## src/rtl/complete_arbiter_pkg.sv

```systemverilog
// Shared types and helpers for the completion broadcast arbiter.
// The completion record is the unit that moves from a pipe onto the broadcast.
package complete_arbiter_pkg;

    localparam int unsigned CA_SEQ_NUM_BITS = 32'd8;

    typedef struct packed {
        logic [CA_SEQ_NUM_BITS-1:0] seq_num;
        logic [4:0]                 waddr;
        logic [31:0]                wdata;
        logic                       wen;
    } completion_t;

    // Pointer width for an n-way arbiter; a single requester still needs one bit.
    function automatic int unsigned ptr_width(input int unsigned n);
        if (n > 32'd1) begin
            return $clog2(n);
        end else begin
            return 32'd1;
        end
    endfunction

endpackage

```

## src/rtl/complete_arbiter_if.sv

```systemverilog
// Pipe-side request bundle and the shared completion broadcast.
interface complete_arbiter_if
    import complete_arbiter_pkg::*;
#(
    parameter int unsigned p_num_pipes    = 32'd2,
    parameter int unsigned p_seq_num_bits = CA_SEQ_NUM_BITS
);
    logic [p_num_pipes-1:0]                req_val;
    logic [p_num_pipes-1:0]                req_rdy;
    logic [p_num_pipes*p_seq_num_bits-1:0] req_seq_num;
    logic [p_num_pipes*5-1:0]              req_waddr;
    logic [p_num_pipes*32-1:0]             req_wdata;
    logic [p_num_pipes-1:0]                req_wen;
    logic                                  complete_val;
    logic [p_seq_num_bits-1:0]             complete_seq_num;
    logic [4:0]                            complete_waddr;
    logic [31:0]                           complete_wdata;
    logic                                  complete_wen;

    modport master (
        output req_val, req_seq_num, req_waddr, req_wdata, req_wen,
        input  req_rdy,
        input  complete_val, complete_seq_num, complete_waddr, complete_wdata, complete_wen
    );

    modport slave (
        input  req_val, req_seq_num, req_waddr, req_wdata, req_wen,
        output req_rdy,
        output complete_val, complete_seq_num, complete_waddr, complete_wdata, complete_wen
    );
endinterface

```

## src/rtl/complete_arbiter_rr_arbiter.sv

```systemverilog
// Round-robin arbiter: one-hot grant searched from the priority pointer.
// Reusable for any shared single-port resource.
module rr_arbiter
    import complete_arbiter_pkg::*;
#(
    parameter int unsigned p_num_pipes = 32'd2
) (
    input  logic                   clk,
    input  logic                   rst,
    input  logic [p_num_pipes-1:0] req_i,
    input  logic                   adv_i,
    output logic [p_num_pipes-1:0] gnt_o
);
    localparam int unsigned PTR_W = ptr_width(p_num_pipes);

    logic [PTR_W-1:0] ptr_q;
    logic [PTR_W-1:0] ptr_d;
    logic [PTR_W-1:0] idx_s;
    logic [PTR_W-1:0] nxt_s;
    logic             found_s;

    // Grant search from ptr with wrap; pointer advances past the winner only on a transfer.
    always_comb begin
        gnt_o   = '0;
        nxt_s   = ptr_q;
        found_s = 1'b0;
        idx_s   = '0;
        for (int unsigned off = 0; off < p_num_pipes; off++) begin
            idx_s = PTR_W'((32'(ptr_q) + off) % p_num_pipes);
            if (req_i[idx_s] && !found_s) begin
                gnt_o[idx_s] = 1'b1;
                found_s      = 1'b1;
                nxt_s        = PTR_W'((32'(idx_s) + 32'd1) % p_num_pipes);
            end else begin
                found_s = found_s;
            end
        end
        if (!rst) begin
            gnt_o = '0;
        end else begin
            gnt_o = gnt_o;
        end
        if (adv_i) begin
            ptr_d = nxt_s;
        end else begin
            ptr_d = ptr_q;
        end
    end

    // Priority pointer register.
    always_ff @(posedge clk) begin
        if (!rst) begin
            ptr_q <= '0;
        end else begin
            ptr_q <= ptr_d;
        end
    end
endmodule

```

## src/rtl/complete_arbiter.sv

```systemverilog
// Arbitrates per-pipe completions onto the single registered regfile/completion broadcast.
// Writes to x0 are stripped of their write enable here so consumers need not check.
module complete_arbiter
    import complete_arbiter_pkg::*;
#(
    parameter int unsigned p_num_pipes    = 32'd2,
    parameter int unsigned p_seq_num_bits = CA_SEQ_NUM_BITS
) (
    input  logic                     clk,
    input  logic                     rst,
    complete_arbiter_if.slave        bus
);
    completion_t            pkt_s [p_num_pipes];
    completion_t            win_s;
    completion_t            comp_d;
    completion_t            comp_q;
    logic                   val_d;
    logic                   val_q;
    logic                   xfer_s;
    logic [p_num_pipes-1:0] gnt_s;

    rr_arbiter #(
        .p_num_pipes (p_num_pipes)
    ) u_rr (
        .clk   (clk),
        .rst   (rst),
        .req_i (bus.req_val),
        .adv_i (xfer_s),
        .gnt_o (gnt_s)
    );

    // Unpack the flat per-pipe buses, select the winner and form the next broadcast.
    always_comb begin
        win_s = '0;
        for (int i = 0; i < int'(p_num_pipes); i++) begin
            pkt_s[i].seq_num = CA_SEQ_NUM_BITS'(bus.req_seq_num[i*p_seq_num_bits +: p_seq_num_bits]);
            pkt_s[i].waddr   = bus.req_waddr[i*5 +: 5];
            pkt_s[i].wdata   = bus.req_wdata[i*32 +: 32];
            pkt_s[i].wen     = bus.req_wen[i];
            if (gnt_s[i]) begin
                win_s = pkt_s[i];
            end else begin
                win_s = win_s;
            end
        end
        xfer_s = |(bus.req_val & gnt_s);
        val_d  = xfer_s;
        comp_d = comp_q;
        if (xfer_s) begin
            comp_d     = win_s;
            comp_d.wen = win_s.wen & (win_s.waddr != 5'd0);
        end else begin
            comp_d.wen = 1'b0;
        end
    end

    // Broadcast register; data fields hold when idle, reset drops anything in flight.
    always_ff @(posedge clk) begin
        if (!rst) begin
            val_q  <= 1'b0;
            comp_q <= '0;
        end else begin
            val_q  <= val_d;
            comp_q <= comp_d;
        end
    end

    assign bus.req_rdy          = gnt_s;
    assign bus.complete_val     = val_q;
    assign bus.complete_seq_num = p_seq_num_bits'(comp_q.seq_num);
    assign bus.complete_waddr   = comp_q.waddr;
    assign bus.complete_wdata   = comp_q.wdata;
    assign bus.complete_wen     = comp_q.wen;
endmodule

```

## src/flat_wrapper.sv

```systemverilog
// flat-port wrapper written by rule: the top's interface ports become plain ports
module complete_arbiter_flat import complete_arbiter_pkg::*;
#(
    parameter int unsigned p_num_pipes    = 32'd2,
    parameter int unsigned p_seq_num_bits = CA_SEQ_NUM_BITS
)
  (clk, rst, bus_req_val, bus_req_seq_num, bus_req_waddr, bus_req_wdata, bus_req_wen, bus_req_rdy, bus_complete_val, bus_complete_seq_num, bus_complete_waddr, bus_complete_wdata, bus_complete_wen);
  complete_arbiter_if #(.p_num_pipes(p_num_pipes), .p_seq_num_bits(p_seq_num_bits)) bus_i ();
  input  logic clk;
  input  logic rst;
  input wire logic [$bits(bus_i.req_val)-1:0] bus_req_val;
  input wire logic [$bits(bus_i.req_seq_num)-1:0] bus_req_seq_num;
  input wire logic [$bits(bus_i.req_waddr)-1:0] bus_req_waddr;
  input wire logic [$bits(bus_i.req_wdata)-1:0] bus_req_wdata;
  input wire logic [$bits(bus_i.req_wen)-1:0] bus_req_wen;
  output wire logic [$bits(bus_i.req_rdy)-1:0] bus_req_rdy;
  output wire logic [$bits(bus_i.complete_val)-1:0] bus_complete_val;
  output wire logic [$bits(bus_i.complete_seq_num)-1:0] bus_complete_seq_num;
  output wire logic [$bits(bus_i.complete_waddr)-1:0] bus_complete_waddr;
  output wire logic [$bits(bus_i.complete_wdata)-1:0] bus_complete_wdata;
  output wire logic [$bits(bus_i.complete_wen)-1:0] bus_complete_wen;
  assign bus_i.req_val = bus_req_val;
  assign bus_i.req_seq_num = bus_req_seq_num;
  assign bus_i.req_waddr = bus_req_waddr;
  assign bus_i.req_wdata = bus_req_wdata;
  assign bus_i.req_wen = bus_req_wen;
  assign bus_req_rdy = bus_i.req_rdy;
  assign bus_complete_val = bus_i.complete_val;
  assign bus_complete_seq_num = bus_i.complete_seq_num;
  assign bus_complete_waddr = bus_i.complete_waddr;
  assign bus_complete_wdata = bus_i.complete_wdata;
  assign bus_complete_wen = bus_i.complete_wen;
  complete_arbiter #(.p_num_pipes(p_num_pipes), .p_seq_num_bits(p_seq_num_bits)) u_core (.clk(clk), .rst(rst), .bus(bus_i));
endmodule
```

## config.mk

```make
export PLATFORM = sky130hd
export DESIGN_NAME = complete_arbiter_flat
export DESIGN_NICKNAME = d
export VERILOG_FILES = /design/src/rtl/complete_arbiter_pkg.sv /design/src/rtl/complete_arbiter_if.sv /design/src/rtl/complete_arbiter_rr_arbiter.sv /design/src/rtl/complete_arbiter.sv /design/src/flat_wrapper.sv
export SDC_FILE = /design/constraint.sdc
export NUM_CORES = 1
export LEC_CHECK = 0
export BUFFER_PORTS_ARGS = -buffer_cell sky130_fd_sc_hd__buf_4
export CAP_MARGIN = 20
export CORE_UTILIZATION = 25
export CTS_BUF_LIST = sky130_fd_sc_hd__clkbuf_4
export CTS_CLUSTER_DIAMETER = 40
export DETAILED_ROUTE_END_ITERATION = 10
export PLACE_DENSITY = 0.67
export SETUP_SLACK_MARGIN = 0.02
export SYNTH_ARGS = -nofsm -noshare
export SYNTH_HDL_FRONTEND = slang
export SYNTH_SLANG_ARGS = --single-unit
```

## constraint.sdc

```tcl
create_clock -name clk -period 1.4 [get_ports clk]
set_input_delay 0.14 -clock clk [delete_from_list [all_inputs] [get_ports clk]]
set_output_delay 0.14 -clock clk [all_outputs]
set_load 0.005 [all_outputs]
```

==> results.md, run 1 <==
- Status: finished clean
- Clock Tree Root: clkbuf_4
- Initial core utilization: 0.265
- Met3 WL post-DR: approximately 360 um
- Critical path capture point type: register
- Highest routed layer: met4
- Area taken by multi-input logic gates: around 830 um2
- Total die area: 7720 um2
- Placer Congestion: between 0.7 and 0.8
- Drt drc: 0
- Share of the synthesized area in the top cell type: 0.521
- Filler instances: a little over 700
- I/O pin count: around 150
- Worst R2R End: u_core.bus.complete_wen
- M1 wire length: 2.49 mm
- Drt first pass iters: 4
- Overall global routing resource usage: 0.157
- Antenna cells: 0
- Final net count: ~460
- Routed wire length: 6.16 mm
- CTS Hold Buffers Added: 0
- Worst Setup Start Kind: register
- Crit share post-route: 0.970
- Critical Path End: u_core.bus.complete_wen
- Hold Fails Final Rpt: 0
- R2R depth: 4
- Largest net degree at the start of global routing: 28
- CP Max Fanout: 5
- Critical R2R Launch: u_core.u_rr.ptr_q
- Critical Path Start: u_core.u_rr.ptr_q
- Via density: about 4.7
- Synth async-reset ratio: 0
- CTS clock-pin slew for the worst setup and hold paths: approximately 140 ps
- Reg area: just under 1000 um2
- Setup TNS: 0 ps
- Fin area: between 3000 and 4000 um2
- Port bufs: approximately 140
- Row count: 30
- Worst slew pin tran: between 200 and 300 ps
- Die Span X: around 88 um
- First-pass GRT wire length: 9.47 mm
- Final setup viols: 0
- Ratio of cells with drive above 1 in the final layout: 0.464
- CTS Sinks: 48
- Yosys top cell by area: dfxtp_1
- Syn-to-layout area delta: 70.1%
- Worst IR drop on VDD: 0.000367 V
- Slew Limit Fails: 0
- DR vias: roughly 2100
- Mapped Area: between 1500 and 2000 um2
- Register area share after synthesis: 0.521
- Avg Inst Size Synth: ~8.5 um2
- Cell with the most instances after synthesis: dfxtp_1
- Ys flop type: dfxtp_1
- Placed Instance Area: about 3000 um2
- Vias in the first global route: 2072
- CTS buffer count: 5
- Worst Path Required: 1660 ps
- Total power draw: about 2800 uW
- Setup ws final: 42.5 ps
- Clock Latency Late Sink: around 350 ps
- 1st-iter DRT viols: 67
- Max-cap check violation count: 0
- Top cells by count, synth: 48 x dfxtp_1, 43 x nor2_1, 41 x o21ai_0
- Warnings, synthesis: 0
- Arrival time at the worst endpoint: roughly 1600 ps
- Die Ht: 87.9 um
- Dpl ws: between 20 and 25 ps
- Fin crit period: between 1000 and 1500 ps
- CTS Buffer Depth: 2
- Antenna Nets Post-Route: 0
- Half-perimeter wire length after placement: around 4.6 mm
- Post-synth cell types: 24
- Maximum clock frequency: roughly 740 MHz
- Initial antenna violation count: 0
- H-tree depth: 2
- Post-synth net total: between 300 and 400
- Cells after Synth: approximately 220
- R2r setup slk: between 40 and 50 ps
- Synth area leaders: dfxtp_1 52%, o22ai_1 14%, o21ai_0 11%
- Rel. slew slack: 0.825
- Static leakage: 0.00145 uW
- Final Skew: approximately 11 ps
- CTS tree: yes
- Critical path class: reg2reg
- Yosys reg bits: 48
- Routed wl met2: about 3.3 mm
- Post-synth EDFFs: 0
- Pwr Density: ~910 nW/um2
- Core ar.: roughly 6900 um2
- Placed Cells: 450
- Post-route insts no fill: 458
- Routed length per placed instance: between 10 and 15 um
- Hold Path Class: in2reg
- Unrepaired setup endpoints after global routing: yes
- Total grt overflow: 0
-- layout make-up --
| class | count | area share |
|---|---|---|
| well taps | 96 | 0.0383 |
| clock inverters | 1 | 0.00160 |
| repair buffers | 155 | 0.372 |
| multi-input cells | 151 | 0.265 |
| flip-flops and latches | 48 | 0.307 |
| inverters | 1 | 0.00120 |
| clock buffers | 6 | 0.0144 |
-- what timing repair did --
item / in CTS / in global routing
setup buffers: 1 / 0
pin swaps: 1 / 0
endpoints found under the setup margin: 2 / 2
endpoints found under the hold margin: 0 / 0
gates resized for setup: 5 / 0
-- layer usage --
metal	GRT usage	vias up
met3	0.0264	4
met5	0	-
met4	0.0611	0
met2	0.295	77
li1	-	1080
met1	0.175	978
-- cell usage in the layout (no fill, tap or decap), types with 2 or more instances in the layout --
cell | Yosys | layout
a221oi_1 | 2 | 2
a22o_1 | 3 | 3
and2_1 | 3 | 3
buf_4 | 0 | 154
clkbuf_4 | 0 | 6
dfxtp_1 | 48 | 47
nand2_1 | 4 | 4
nor2_1 | 43 | 43
nor3b_1 | 2 | 2
o21a_1 | 2 | 2
o21ai_0 | 41 | 41
o22ai_1 | 40 | 40
-- per-stage QoR --
step | util | hold slack, ps
3_3_place_gp | 0.439 | 389
4_1_cts | 0.452 | 8.77
3_5_place_dp | 0.439 | 399
5_1_grt | 0.452 | 14.0
2_1_floorplan | - | 234
6_report | 0.452 | 33.0
-- registers in the layout (all words and copies together), names as in the netlist --
| signal | cells |
|---|---|
| u_core.bus.complete_seq_num | 8 |
| u_core.bus.complete_wen | 1 |
| u_core.bus.complete_waddr | 5 |
| u_core.bus.complete_val | 1 |
| u_core.bus.complete_wdata | 32 |
| u_core.u_rr.ptr_q | 1 |
-- worst min-delay path by stage --
stage | from | to | slack (ps) | cells after the start
floorplan | bus_req_val[1] | u_core.u_rr.ptr_q | 230 | 1
global route | bus_req_val[1] | u_core.u_rr.ptr_q | 10 | 2
finish | bus_req_val[1] | u_core.u_rr.ptr_q | 30 | 2
global placement | bus_req_wdata[39] | u_core.bus.complete_wdata[7] | 390 | 3
CTS | bus_req_val[1] | u_core.u_rr.ptr_q | 9 | 2
detailed placement | bus_req_wdata[54] | u_core.bus.complete_wdata[22] | 400 | 3
-- worst max-delay path, stage by stage (launching register included) --
cell and delay, ps:
dfxtp_2 350, nand2b_4 150, and2_4 180, a22o_1 250
o311a_1 340
-- logic make-up after synthesis --
group	Yosys count	share of synthesized area
flip-flops	48	0.521
AND/OR/NAND/NOR	55	0.126
AO/OA/AOI/OAI	96	0.314
buffers and inverters	18	0.0394
-- report_power, final --
part | leakage (uW) | internal, uW | switching (uW) | total (uW)
Clock | 0.0000315 | 206 | 413 | 619
Sequential | 0.000397 | 1470 | 50.1 | 1520
Combinational | 0.00102 | 423 | 286 | 710
Total | 0.00145 | 2100 | 750 | 2850
No activity file was read; power rests on OpenSTA's default activity.
==> run 2: changes to the inputs <==
--- a/config.mk
+++ b/config.mk
@@ -5,13 +5,14 @@
 export SDC_FILE = /design/constraint.sdc
 export NUM_CORES = 1
 export LEC_CHECK = 0
+export ABC_AREA = 1
 export BUFFER_PORTS_ARGS = -buffer_cell sky130_fd_sc_hd__buf_4
 export CAP_MARGIN = 20
 export CORE_UTILIZATION = 25
 export CTS_BUF_LIST = sky130_fd_sc_hd__clkbuf_4
 export CTS_CLUSTER_DIAMETER = 40
 export DETAILED_ROUTE_END_ITERATION = 10
-export PLACE_DENSITY = 0.67
+export PLACE_DENSITY = 0.63
 export SETUP_SLACK_MARGIN = 0.02
 export SYNTH_ARGS = -nofsm -noshare
 export SYNTH_HDL_FRONTEND = slang
==> run 2 against run 1 <==
Compared with the run above: count of clock-buffer cells in the layout unchanged; clock power up 5.8%; area after synthesis up 27%; highest routed layer unchanged; cell count up 27%.
==> results.md, run 2 <==
- Largest net degree at the start of global routing: slightly below 50
- Commonest non-fill, non-tap cell in the layout: buf_4
- CTS Buffer Depth: 2
- Placer Congestion: 0.756
- Synth Area in Simple Gates: 0.274
- Dpl ws: between 50 and 60 ps
- Fin area: 3650 um2
- Routed length per placed instance: 11.9 um
- H-tree depth: 2
- Placed Instance Area: ~3500 um2
- Antenna cells: 0
- Adder-cell share of the synthesized area: 0
- Unrepaired setup endpoints after global routing: yes
- Post-synth EDFFs: 0
- Half-perimeter wire length after placement: between 4 and 5 mm
- Slew Limit Fails: 0
- Yosys reg bits: 48
- Total die area: ~9700 um2
- Max-cap check violation count: 0
- Maximum clock frequency: 747 MHz
- Arrival time at the worst endpoint: 1640 ps
- Overall global routing resource usage: 0.139
- Worst slew pin tran: ~490 ps
- Filler instances: between 900 and 1000
- Initial core utilization: 0.263
- Max reg flops: 32
- Met3 WL post-DR: between 300 and 400 um
- Hold Path Depth: 3
- Register area share after synthesis: 0.412
- Post-Synth XOR/XNOR Area: 0
- Ys flop type: dfxtp_1
- Critical Path Start: u_core.u_rr.ptr_q
- Drt drc: 0
- Mapped Area: roughly 2300 um2
- Die Ht: ~99 um
- WHS: around 58 ps
- CTS buffer count: 5
- CTS tree: yes
- Core ar.: a little under 9000 um2
- Total power draw: roughly 3000 uW
- Worst Path Required: 1700 ps
- Multiplexer share of the synthesized area: 0
- CTS clock-pin slew for the worst setup and hold paths: 140 ps
- Hold Path Class: in2reg
- DR vias: about 2600
- Critical path capture point type: register
- Synth async-reset ratio: 0
- Setup ws final: a little over 60 ps
- Warnings, synthesis: 0
- Crit share post-route: 0.956
- Share of the synthesized area in the top cell type: 0.412
- I/O pin count: 145
- Cell with the most instances after synthesis: nand2_1
- Post-synth cell types: 14
- Port bufs: about 140
- Status: finished clean
- Synth Area in Compound Gates: 0.156
- Ratio of cells with drive above 1 in the final layout: 0.367
- Die Span X: 98.6 um
- Hold Fails Final Rpt: 0
- Row count: 34
- Cells after Synth: ~330
- Highest routed layer: met4
- Critical R2R Launch: u_core.u_rr.ptr_q
- Yosys top cell by area: dfxtp_1
- Routed wire length: 6.89 mm
- Critical path class: reg2reg
- Post-synth net total: 422
- First-pass GRT wire length: 10.9 mm
- Worst IR drop on VDD: 0.000401 V
- CTS Sinks: between 40 and 50
- Drt first pass iters: 4
- Routed wl met2: roughly 3.4 mm
- Largest family of logic cells by synthesized area: simple AND/OR/NAND/NOR gates
- Worst Setup Start Kind: register
- Vias in the first global route: 2392
- Final net count: 567
- Fin crit period: roughly 1300 ps
- Clock Tree Root: clkbuf_4
- Clock Latency Late Sink: approximately 350 ps
- R2R depth: 8
- Pwr Density: slightly above 800 nW/um2
- Top cells by count, synth: 95 x nand2_1, 55 x inv_1, 49 x nand3_1
- Final setup viols: 0
- Most frequent cells in the layout: 151 x buf_4, 94 x nand2_1, 54 x inv_1, 49 x nand3_1, 47 x dfxtp_1
- Via density: between 4 and 5
- 1st-iter DRT viols: 62
- Initial antenna violation count: 0
- Synth area leaders: dfxtp_1 41%, nand2_1 15%, o211ai_1 13%
- Total grt overflow: 0
- Hold Crit Start: rst
- Rel. slew slack: 0.676
- Syn-to-layout area delta: 56.5%
- Final Skew: 6.56 ps
- M1 wire length: a little over 3 mm
- Static leakage: between 0.0015 and 0.002 uW
- Avg Inst Size Synth: just over 7 um2
- CP Max Fanout: 12
- Antenna Nets Post-Route: 0
run 2: cell count changes after synthesis, sizes merged, moves of 4 or more:
cell,delta
clkbuf,-10
nand2,+93
o211ai,+39
buf,+15
nand3,+49
nor2,-36
o21ai,-38
inv,+55
o22ai,-40
and2,-4
run 2: stage by stage:
stage,util,cells,TNS (ps)
finish,0.411,580,0
global route,0.411,580,-732
CTS,0.407,576,0
detailed placement,0.392,564,0
global placement,0.392,564,0
floorplan,-,326,0
run 2: cells by family after synthesis:
group                  Yosys count
and+or+nand+nor                153
AOI/OAI and AO/OA               48
DFF                             48
buffers and inverters           77
run 2: path summary, 6_finish.rpt:
check | end | slack, ps
setup / recovery | u_core.bus.complete_seq_num[0] | 60
setup reg to reg | u_core.bus.complete_seq_num[0] | 60
hold / removal | u_core.u_rr.ptr_q | 60
hold reg to reg | u_core.bus.complete_wdata[27] | 510
run 2: cell type report:
type	count	area, um2	area share
clock buffers	6	45.0	0.0123
repair buffers	160	1280	0.351
multi-input cells	201	1010	0.276
clock inverters	2	11.3	0.00308
well taps	108	135	0.0370
flip-flops and latches	48	965	0.264
inverters	55	209	0.0572
run 2: critical path, stage by stage, from the launching register on:
cell and delay [ps]:
dfxtp_4 410, inv_4 40, a21oi_4 160, buf_6 130
bufbuf_16 270, nand2_1 50, nand3_1 70, o211ai_1 80
inv_1 70
run 2: what timing repair did:
action / in CTS / in global routing
hold endpoints to repair: 1 / 0
setup endpoints to repair: 2 / 40
cloned: 1 / 0
setup buffers: 2 / 4
gates resized for setup: 5 / 3
hold buffers: 1 / 0
pin swaps: 1 / 1
run 2: metal layers:
| metal | vias to the layer above | GRT usage |
|---|---|---|
| li1 | 1337 | - |
| met1 | 1157 | 0.166 |
| met2 | 81 | 0.254 |
| met3 | 4 | 0.0291 |
| met4 | 0 | 0.0310 |
| met5 | - | 0 |
run 2: where the power goes:
part	switching (uW)	internal, uW	total [uW]
clock	443	212	655
sequential	59.5	1470	1530
combinational	348	469	817
==> run 3: changes to the inputs <==
--- a/config.mk
+++ b/config.mk
@@ -12,8 +12,9 @@
 export CTS_BUF_LIST = sky130_fd_sc_hd__clkbuf_4
 export CTS_CLUSTER_DIAMETER = 40
 export DETAILED_ROUTE_END_ITERATION = 10
-export PLACE_DENSITY = 0.63
+export PLACE_DENSITY = 0.64
 export SETUP_SLACK_MARGIN = 0.02
 export SYNTH_ARGS = -nofsm -noshare
 export SYNTH_HDL_FRONTEND = slang
+export SYNTH_HIERARCHICAL = 1
 export SYNTH_SLANG_ARGS = --single-unit
==> run 3 against run 2 <==
Compared with the run above: routed wire length up 33%; sequential cell count is the same; cell count shrank 4.3%; sequential share of layout area down 2.3 points; die area shrank 5.7%; the run now ends with negative setup slack left; count of clock-buffer cells in the layout down 1; first-iteration DRC count is 52% higher; synthesized cell count is 10% lower; worst setup slack lost 87 ps.
==> results.md, run 3 <==
- CTS Sinks: 48
- Placer Congestion: between 0.8 and 0.9
- CTS Buffer Depth: 2
- Synth Area in Simple Gates: 0.156
- Die Ht: 95.8 um
- Worst IR drop on VDD: between 0.0004 and 0.0005 V
- Final Skew: 4.40 ps
- Maximum clock frequency: 701 MHz
- Share of the synthesized area in the top cell type: 0.437
- Largest family of logic cells by synthesized area: compound AO/OA/AOI/OAI gates
- Total power draw: ~3300 uW
- Ys flop type: dfxtp_1
- Routed length per placed instance: ~16 um
- Met2 Use GR: 0.329
- Critical Path Start: u_core/u_rr/ptr_q
- Total grt overflow: 0
- Core ar.: around 8400 um2
- DR vias: approximately 2800
- Post-synth cell types: 16
- Static leakage: roughly 0.0018 uW
- Cell with the most instances after synthesis: a21oi_1
- Synth area leaders: dfxtp_1 44%, a21oi_1 20%, nand3_1 9.8%
- Pwr Density: slightly above 800 nW/um2
- Synth async-reset ratio: 0
- H-tree depth: 2
- CTS clock-pin slew for the worst setup and hold paths: around 140 ps
- Die Span X: about 96 um
- Hold Path Class: in2reg
- Max reg flops: 32
- Hold Fails Final Rpt: 0
- Antenna cells: 0
- CTS buffer count: 5
- Crit share post-route: 1.02
- Most frequent cells in the layout: 154 x buf_4, 69 x a21oi_1, 47 x dfxtp_1, 41 x nand3_1, 20 x o21ai_1
- Clock Latency Late Sink: around 350 ps
- 1st-iter DRT viols: 94
- Setup TNS: -197 ps
- CTS Hold Buffers Added: 0
- Worst Setup Start Kind: register
- Synth Area in Compound Gates: 0.311
- Overall global routing resource usage: 0.174
- Mapped Area: 2200 um2
- Arrival time at the worst endpoint: 1720 ps
- Fin area: around 4000 um2
- Top cells by count, synth: 87 x a21oi_1, 48 x dfxtp_1, 43 x nand3_1
- Critical R2R Launch: u_core/u_rr/ptr_q
- Setup ws final: -25.6 ps
- Yosys top cell by area: dfxtp_1
- Status: finished with violations
- Row count: 33
- Ratio of cells with drive above 1 in the final layout: 0.496
- I/O pin count: 145
- Worst Path Required: ~1700 ps
- Drt drc: 0
- Failing checks: negative setup slack
- Grt peak-use layer: met2
- Register area share after synthesis: 0.437
- Half-perimeter wire length after placement: roughly 5.4 mm
- Adder-cell share of the synthesized area: 0
- Vias in the first global route: 2510
- Initial antenna violation count: 0
- Routed wire length: 9.16 mm
- Rel. slew slack: 0.794
- Cells after Synth: between 200 and 300
- Met3 usage: 0.0284
- Multiplexer share of the synthesized area: 0
- Critical path capture point type: register
- Port bufs: 144
- Post-synth net total: between 300 and 400
- CP Max Fanout: 8
- Antenna Nets Post-Route: 0
- Slew Limit Fails: 0
- CTS tree: yes
- Post-Synth XOR/XNOR Area: 0
- Largest net degree at the start of global routing: 27
- Critical path class: reg2reg
- Via density: 5.03
- Max-cap check violation count: 0
- Worst slew pin tran: 309 ps
- Post-synth EDFFs: 0
- Final setup viols: 19
- Hold Crit Start: bus_req_seq_num[12]
- M1 GR Usage: 0.206
- Initial core utilization: 0.262
- Unrepaired setup endpoints after global routing: yes
- Final net count: ~550
- Commonest non-fill, non-tap cell in the layout: buf_4
- Fin crit period: approximately 1400 ps
- Avg Inst Size Synth: between 7 and 8 um2
- Placed Instance Area: ~3400 um2
- Drt first pass iters: 5
- Yosys reg bits: 48
- Syn-to-layout area delta: 81.5%
- Clock Tree Root: clkbuf_4
- First-pass GRT wire length: roughly 12 mm
- Warnings, synthesis: 6
- Total die area: 9170 um2
run 3: final cells by class:
class	count	area, um2
Clock buffer	5	37.5
Clock inverter	3	37.5
Fill cell	818	4390
Inverter	8	30.0
Multi-Input combinational cell	208	1170
Sequential cell	48	962
Tap cell	105	131
Timing Repair Buffer	178	1620
run 3: timing repair:
action                                  CTS  global route
pin swaps                                 4             4
endpoints found under the setup margin    3            49
hold endpoints to repair                  0             0
gates resized for setup                  17            54
gates cloned                              4             6
buffers inserted                         10             1
run 3: path summary, 6_finish.rpt:
path	end	slack, ps	depth (start not counted)
setup reg to reg	u_core/bus.complete_wdata[0]	-30	9
hold / removal	u_core/bus.complete_seq_num[4]	40	3
hold reg to reg	u_core/bus.complete_wdata[8]	530	2
setup / recovery	u_core/bus.complete_wdata[0]	-30	9
run 3: stage by stage:
stage          hold WS [ps]  utilization  instances  worst slack, ps
3_5_place_dp            415        0.410        527             35.1
3_3_place_gp            409        0.410        527             78.2
2_1_floorplan           262            -        293             57.3
5_1_grt                17.1        0.476        555            -66.4
4_1_cts                20.4        0.446        549            -10.1
6_report               37.8        0.476        555            -25.6
run 3: layer usage:
layer,vias up,wire length [um],part of all wire
met5,-,0,0
met2,132,4740,0.52
met4,0,58,0.0063
li1,1340,-,-
met3,7,545,0.060
met1,1315,3810,0.42
run 3: report_power, final:
| group | total (uW) | leakage (uW) | switching (uW) | internal, uW |
|---|---|---|---|---|
| logic | 953 | 0.00138 | 410 | 543 |
| registers | 1520 | 0.000394 | 55.7 | 1460 |
| clock network | 819 | 0.0000403 | 453 | 366 |
run 3: worst max-delay path: stages, from the launching register on:
cell and delay (ps):
dfxtp_2 360, inv_2 50, a21oi_4 170, buf_6 130, nand2_4 50, nand2_4 70
buf_12 160, clkbuf_16 170, o21ai_0 80, a21oi_1 130
run 3: cell families (layout without fill, tap and decap cells):
logic type | after synthesis | count (layout)
AO/OA/AOI/OAI | 135 | 135
AND/OR/NAND/NOR | 73 | 73
flip-flops | 48 | 48
buffers and inverters | 37 | 194
